[config.mk]
export PLATFORM = sky130hd
export DESIGN_NAME = pattern_scan_ctrl
export DESIGN_NICKNAME = d
export VERILOG_FILES = /design/src/rtl/pattern_scan_ctrl.sv
export SDC_FILE = /design/constraint.sdc
export NUM_CORES = 1
export LEC_CHECK = 0
export BUFFER_PORTS_ARGS = -buffer_cell sky130_fd_sc_hd__buf_2
export CORE_MARGIN = 10
export CORE_UTILIZATION = 55
export CTS_CLUSTER_SIZE = 8
export DETAILED_ROUTE_END_ITERATION = 10
export PLACE_DENSITY = 0.78
export SETUP_SLACK_MARGIN = 0.4
export SYNTH_ARGS = -nofsm -noshare
export SYNTH_HDL_FRONTEND = slang
export SYNTH_SLANG_ARGS = --single-unit
export TNS_END_PERCENT = 10
[constraint.sdc]
create_clock -name ck -period 2.55 [get_ports ck]
set_clock_uncertainty 0.05 [all_clocks]
set_input_delay 0.51 -clock ck [delete_from_list [all_inputs] [get_ports ck]]
set_output_delay 0.51 -clock ck [all_outputs]
set_load 0.005 [all_outputs]
[src/rtl/pattern_scan_ctrl.sv]
// pattern_scan_ctrl: frame controller that serializes words MSB-first into an
// overlapping Moore detector for 1011 (class A) and 0101 (class B), counting hits.
`default_nettype none

module pattern_scan_ctrl #(
  parameter int W     = 8,
  parameter int CNT_W = 8,
  parameter int LEN_W = 8
) (
  input  logic             ck,
  input  logic             rs_n,
  input  logic             start,
  input  logic [LEN_W-1:0] frame_len,
  input  logic             in_valid,
  input  logic [W-1:0]     in_data,
  output logic             in_ready,
  output logic             busy,
  output logic             ser_bit,
  output logic             ser_en,
  output logic             hit_a,
  output logic             hit_b,
  output logic [CNT_W-1:0] cnt_a,
  output logic [CNT_W-1:0] cnt_b,
  output logic             done
);

  localparam int BI_W = (W > 1) ? $clog2(W) : 1;

  typedef enum logic [2:0] {
    ST_IDLE  = 3'd0,
    ST_LOAD  = 3'd1,
    ST_SHIFT = 3'd2,
    ST_FLUSH = 3'd3,
    ST_DONE  = 3'd4
  } state_t;

  typedef enum logic [3:0] {
    D_START = 4'd0,
    D_S1    = 4'd1,
    D_S10   = 4'd2,
    D_S101  = 4'd3,
    D_S1011 = 4'd4,
    D_S0    = 4'd5,
    D_S01   = 4'd6,
    D_S010  = 4'd7,
    D_S0101 = 4'd8
  } det_t;

  state_t           state, state_n;
  det_t             det, det_n;
  logic [W-1:0]     shreg, shreg_n;
  logic [BI_W-1:0]  bit_idx, bit_idx_n;
  logic [LEN_W-1:0] words_left, words_left_n;
  logic             adv, adv_n;
  logic [CNT_W-1:0] cnt_a_r, cnt_a_n, cnt_b_r, cnt_b_n;

  // Each state is the longest suffix of the bit history that is a prefix of
  // either pattern, so a completed match keeps its overlap.
  function automatic det_t det_step(input det_t cur, input logic b);
    det_t nx;
    nx = D_START;
    case (cur)
      D_START: nx = b ? D_S1    : D_S0;
      D_S1:    nx = b ? D_S1    : D_S10;
      D_S10:   nx = b ? D_S101  : D_S0;
      D_S101:  nx = b ? D_S1011 : D_S010;
      D_S1011: nx = b ? D_S1    : D_S10;
      D_S0:    nx = b ? D_S01   : D_S0;
      D_S01:   nx = b ? D_S1    : D_S010;
      D_S010:  nx = b ? D_S0101 : D_S0;
      D_S0101: nx = b ? D_S1011 : D_S010;
      default: nx = D_START;
    endcase
    return nx;
  endfunction

  always_ff @(posedge ck or negedge rs_n) begin
    if (!rs_n) begin
      state      <= ST_IDLE;
      det        <= D_START;
      shreg      <= '0;
      bit_idx    <= '0;
      words_left <= '0;
      adv        <= 1'b0;
      cnt_a_r    <= '0;
      cnt_b_r    <= '0;
    end else begin
      state      <= state_n;
      det        <= det_n;
      shreg      <= shreg_n;
      bit_idx    <= bit_idx_n;
      words_left <= words_left_n;
      adv        <= adv_n;
      cnt_a_r    <= cnt_a_n;
      cnt_b_r    <= cnt_b_n;
    end
  end

  always_comb begin
    state_n      = state;
    det_n        = det;
    shreg_n      = shreg;
    bit_idx_n    = bit_idx;
    words_left_n = words_left;
    // A hit is reported only in the cycle right after the detector moved,
    // so a match parked across a stall or frame end is counted once.
    adv_n        = (state == ST_SHIFT);
    cnt_a_n      = (hit_a && cnt_a_r != {CNT_W{1'b1}}) ? cnt_a_r + CNT_W'(1) : cnt_a_r;
    cnt_b_n      = (hit_b && cnt_b_r != {CNT_W{1'b1}}) ? cnt_b_r + CNT_W'(1) : cnt_b_r;

    case (state)
      ST_IDLE: begin
        if (start) begin
          words_left_n = frame_len;
          cnt_a_n      = '0;
          cnt_b_n      = '0;
          det_n        = D_START;
          state_n      = (frame_len == '0) ? ST_DONE : ST_LOAD;
        end
      end
      ST_LOAD: begin
        if (in_valid) begin
          shreg_n      = in_data;
          bit_idx_n    = BI_W'(W - 1);
          words_left_n = words_left - LEN_W'(1);
          state_n      = ST_SHIFT;
        end
      end
      ST_SHIFT: begin
        det_n     = det_step(det, shreg[W-1]);
        shreg_n   = shreg << 1;
        bit_idx_n = bit_idx - BI_W'(1);
        if (bit_idx == '0) begin
          state_n = (words_left == '0) ? ST_FLUSH : ST_LOAD;
        end
      end
      ST_FLUSH: state_n = ST_DONE;
      ST_DONE:  state_n = ST_IDLE;
      default:  state_n = ST_IDLE;
    endcase
  end

  assign in_ready = (state == ST_LOAD);
  assign busy     = (state != ST_IDLE);
  assign ser_en   = (state == ST_SHIFT);
  assign ser_bit  = ser_en & shreg[W-1];
  assign hit_a    = adv & (det == D_S1011);
  assign hit_b    = adv & (det == D_S0101);
  assign done     = (state == ST_DONE);
  assign cnt_a    = cnt_a_r;
  assign cnt_b    = cnt_b_r;

endmodule

`default_nettype wire
Word-level counts from Yosys, hierarchy flattened. Cells that the tools add are included.

Add/subtract/negate cells: 4. $mul: 0. Divide/modulo/power cells: 0. Order comparisons: 0. Equal/unequal tests: 17. Shift-type cells: 0. Muxes and demuxes: 29. Bitwise operators: 3. Reduce and logical (&&, ||, !) cells: 17.

Operators by type and width (count): 8-bit 2-to-1 mux (9); 8-bit one-hot mux with 2 select lines (2); 4-bit one-hot mux with 7 select lines (1); 3-bit 2-to-1 mux (8); 8-bit by 1-bit adder with 8-bit output (second input constant) (2); 4-bit by 3-bit == test with 1-bit output (second input constant) (4); 8-bit logical NOT (2); 8-bit inequality test (second input constant) (2); 3-bit one-hot mux with 4 select lines (1); 4-bit by 2-bit == test with 1-bit output (second input constant) (2); 2-bit 2-to-1 mux (4); 4-bit 2-to-1 mux (2); 4-bit one-hot mux with 2 select lines (1); 8-bit by 1-bit subtractor with 8-bit output (second input constant) (1); 3-bit by 2-bit == test with 1-bit output (second input constant) (2); 3-bit logical NOT (2); 3-bit one-hot mux with 2 select lines (1); 3-bit AND reduction (2); 2-bit nonzero test (3); 4-bit by 1-bit == test with 1-bit output (second input constant) (1); 4-bit == test (second input constant) (1); 4-bit logical NOT (1); 2-bit inequality test (second input constant) (2); 2-bit AND reduction (2); other kinds (8) (12).

Bits in registers: 43. Latch bits: 0. RAM bits: 0. Memory bits (read-only): 0. Bits of input ports: 20. Output and inout port bits: 23. Memories kept: 0.

Logic depth before layout (Yosys ltp).
Word-level depth: 6. Depth in mapped cells: 8.

Least setup slack after synthesis. Ideal clock, no wire load.

Path type: register to output. From: reg state[2]. To: out ser_bit. Arrival time: 1235 ps. Required time: 1990 ps. Setup slack: 755 ps. Stages on the path, launching flop included: 6. Path buffers: 3. Path through: dfrtp_1 > buf_2 > or3b_1 > buf_2 > buf_2 > nor2_1.

Longest elaborated chain between the ends: 2.

Ends and longest elaborated chain: start: declaration (line 49) `state_t state, state_n;`; start signal: assignment (line 88) `state <= state_n;`; 3-bit by 2-bit == test with 1-bit output (line 145) `assign ser_en = (state == ST_SHIFT);`; 1-bit bitwise AND (line 146) `assign ser_bit = ser_en & shreg[W-1];`; end: declaration (line 18) `output logic ser_bit,`.

Every way passes these cells.

Worst setup path in the final report.
From: reg state[0]. To: out ser_bit.

Same word-level chain as after synthesis.

==> run summary <==
Status: complete, no violations
Routed Antenna Nets: 0
Worst relative slew slack: 0.588
Max Slew Vio Count: 0
Min Tclk post-route: 2.11 ns
Vias: 2,281
Longest Clk Path Bufs: 2
Initial Util: 0.575
Drt pass-1 iters: 4
Synth Register Bits: 43
Startpoint class of the critical path: flop
Nets: 347
Root Buffer: clkbuf_8
Worst r2r path cells: 5
Top-area cell type share of the netlist area: 0.427
Cell taking the most area after synthesis: dfrtp_1
WS Path Type: reg -> out
Post-CTS Hold Fix Bufs: 0
Area grow syn2layout: 18.0%
Final Util: 0.679
Largest cells by area after synthesis: dfrtp_1 (43%), a21oi_1 (3.6%), o21ai_1 (3.6%)
Endpoints failing setup: 0
Worst path arrival time: 1.55 ns
Layout cell share with drive strength beyond 1: 0.267
Reg2Reg Setup Slack: 0.65 ns
Detailed placer's ending HPWL: 4140 um
H-tree depth: 2
RSZ-0062 raised after global routing: true
RePlAce Congestion: 0.942
IO Pins: 43
Post-synthesis sequential area ratio: 0.427
P per Cell Area: 987 nW/um^2
Clock transition at path regs: 0.09 ns
Max incr delay on CP: 0.45 ns
Final period util: 0.828
Largest net degree at the start of global routing: 30
Fill count: 340
Die area: 7690 sq um
Max-cap violations: 0
Initial antenna violation count: 0
Post-synth EDFFs: 0
Minimum hold slack: 0.0467 ns
CTS buffer count: 5
Final hold vios: 0
Via-to-Cell Ratio: 6.10
Clock sinks: 43
Antenna diode count: 0
Vias in the first global route: 2,174
Worst Path Required: 1.99 ns
CP Cell Sequence: or3b_4 > buf_6 > nor2_1 > buf_2
Global-route wire length before repair: 10,100 um
Mapped Cells: 274
Clock Latency Late Sink: 0.30 ns
Post-synth ARST share: 1.00
Post-synth cell types: 55
Slowest cell on crit path: dfrtp_2
Avg Cell Area, Syn: 9.21 sq um
GRT Overall Usage: 0.161
Top_reg_cell synth: dfrtp_1
Rows: 24
R2R Path Start: state[0]
Overflow after GRT: 0
Post-Route Setup TNS: 0 ns
Commonest non-fill, non-tap cell in the layout: buf_2
Most frequent cells in the layout: buf_2 (42), dfrtp_1 (37), nand2_1 (21), a21oi_1 (18), o21ai_1 (18)
CP top delay family: simple AND/OR/NAND/NOR gates
DR WL/cell: 16.2 um
Post-Route WL: 6070 um
Residual DRC count: 0
Mapped Area: 2520 sq um
Leak pwr: 1.35 nW
Die X: 87.7 um
Initial DRC Count: 153
Max FO, Critical Path: 12
Reg2reg end: words_left[7]
Design Power: 2.94 mW
Max Fclk: 474 MHz
Maximum VDD drop: 0.612 mV
CP endpoint kind: output pin
Core Area: 4380 sq um
IO buf count: 42
CP Buf/Inv Count: 2
Ys Warns: 0
Mapped Nets: 300
Worst min-delay path class: in -> async
Die height: 87.7 um
CTS tree: done
Worst-Margin Slew: 0.618 ns
==> cell usage after synthesis (2+ instances only) <==
| cell | instances |
|---|---|
| a31oi_1 | 8 |
| and3_1 | 6 |
| nor3b_1 | 3 |
| a311oi_1 | 4 |
| xnor2_1 | 2 |
| a211oi_1 | 3 |
| o2bb2ai_1 | 4 |
| mux2i_1 | 6 |
| nor2b_1 | 2 |
| nand2b_1 | 6 |
| nand3b_1 | 2 |
| nand3_1 | 15 |
| and2_1 | 2 |
| o32a_1 | 2 |
| o21ai_1 | 18 |
| nor4_1 | 7 |
| nor2_1 | 15 |
| nand2_1 | 21 |
| o21ai_0 | 9 |
| or3b_1 | 2 |
| a22oi_1 | 5 |
| a21oi_1 | 18 |
| nor3_1 | 11 |
| dfrtp_1 | 43 |
| buf_2 | 9 |
| buf_6 | 2 |
| inv_1 | 7 |
| nor2_2 | 2 |
| or3_1 | 3 |
| ha_1 | 6 |
| clkbuf_1 | 2 |
| o211ai_1 | 2 |
| nand4_1 | 2 |
| inv_2 | 4 |
==> stage by stage <==
| step | instance area (sq um) | std cells | worst slack (ns) |
|---|---|---|---|
| 2_1_floorplan | 2520 | 274 | 0.755 |
| 3_3_place_gp | 2730 | 356 | 0.544 |
| 3_5_place_dp | 2730 | 356 | 0.454 |
| 4_1_cts | 2930 | 371 | 0.374 |
| 5_1_grt | 2980 | 374 | 0.383 |
| 6_report | 2980 | 374 | 0.438 |
==> per-layer routing <==
layer,part of all wire,GRT usage,routed length [um],vias to the layer above
li1,-,-,-,1118
met5,0,0,0,-
met3,0.083,0.0576,507,8
met4,0.017,0.0652,101,0
met1,0.43,0.189,2620,1087
met2,0.47,0.260,2840,68
==> logic make-up (layout without fill, tap and decap cells) <==
group	Yosys count	in the layout	synth area share
simple gates	109	109	0.249
compound gates	81	81	0.209
flops	43	43	0.427
buf+inv	26	74	0.0506
mux	7	7	0.0283
fa+ha+maj	6	6	0.0298
xor+xnor	2	2	0.00695
==> final cells by class <==
cell class,instances,area (sq um),area share
Multi-Input combinational cell,205,1340,0.449
Sequential cell,43,1080,0.364
Timing Repair Buffer,55,312,0.105
Clock buffer,6,72.6,0.0244
Tap cell,52,65.1,0.0219
Clock inverter,2,60.1,0.0202
Inverter,11,46.3,0.0156
==> state kept, by name (all words and copies together) (netlist names) <==
name and count:
adv 1, bit_idx 3, cnt_a 8, cnt_b 8
det 4, shreg 8, state 3, words_left 8
==> worst max-delay path by stage <==
| stage | from | endpoint | slack, ns | cells after the start |
|---|---|---|---|---|
| 2_1_floorplan | state[2] | ser_bit | 0.76 | 5 |
| 3_3_place_gp | state[0] | in_ready | 0.54 | 3 |
| 3_5_place_dp | state[0] | words_left[4] | 0.45 | 5 |
| 4_1_cts | det[0] | hit_b | 0.37 | 4 |
| 5_1_grt | state[0] | ser_bit | 0.38 | 4 |
| 6_report | state[0] | ser_bit | 0.44 | 4 |
==> timing repair <==
action | in CTS | in global routing
pin swaps | 0 | 1
setup endpoints to repair | 5 | 5
buffers inserted | 7 | 3
gates resized for setup | 7 | 7
==> power breakdown <==
group / total [mW] / internal (mW) / switching [mW]
clock: 0.636 / 0.392 / 0.245
combinational: 1.21 / 0.528 / 0.687
sequential: 1.09 / 0.882 / 0.204
Note: power is estimated with default switching activity, not from simulation.
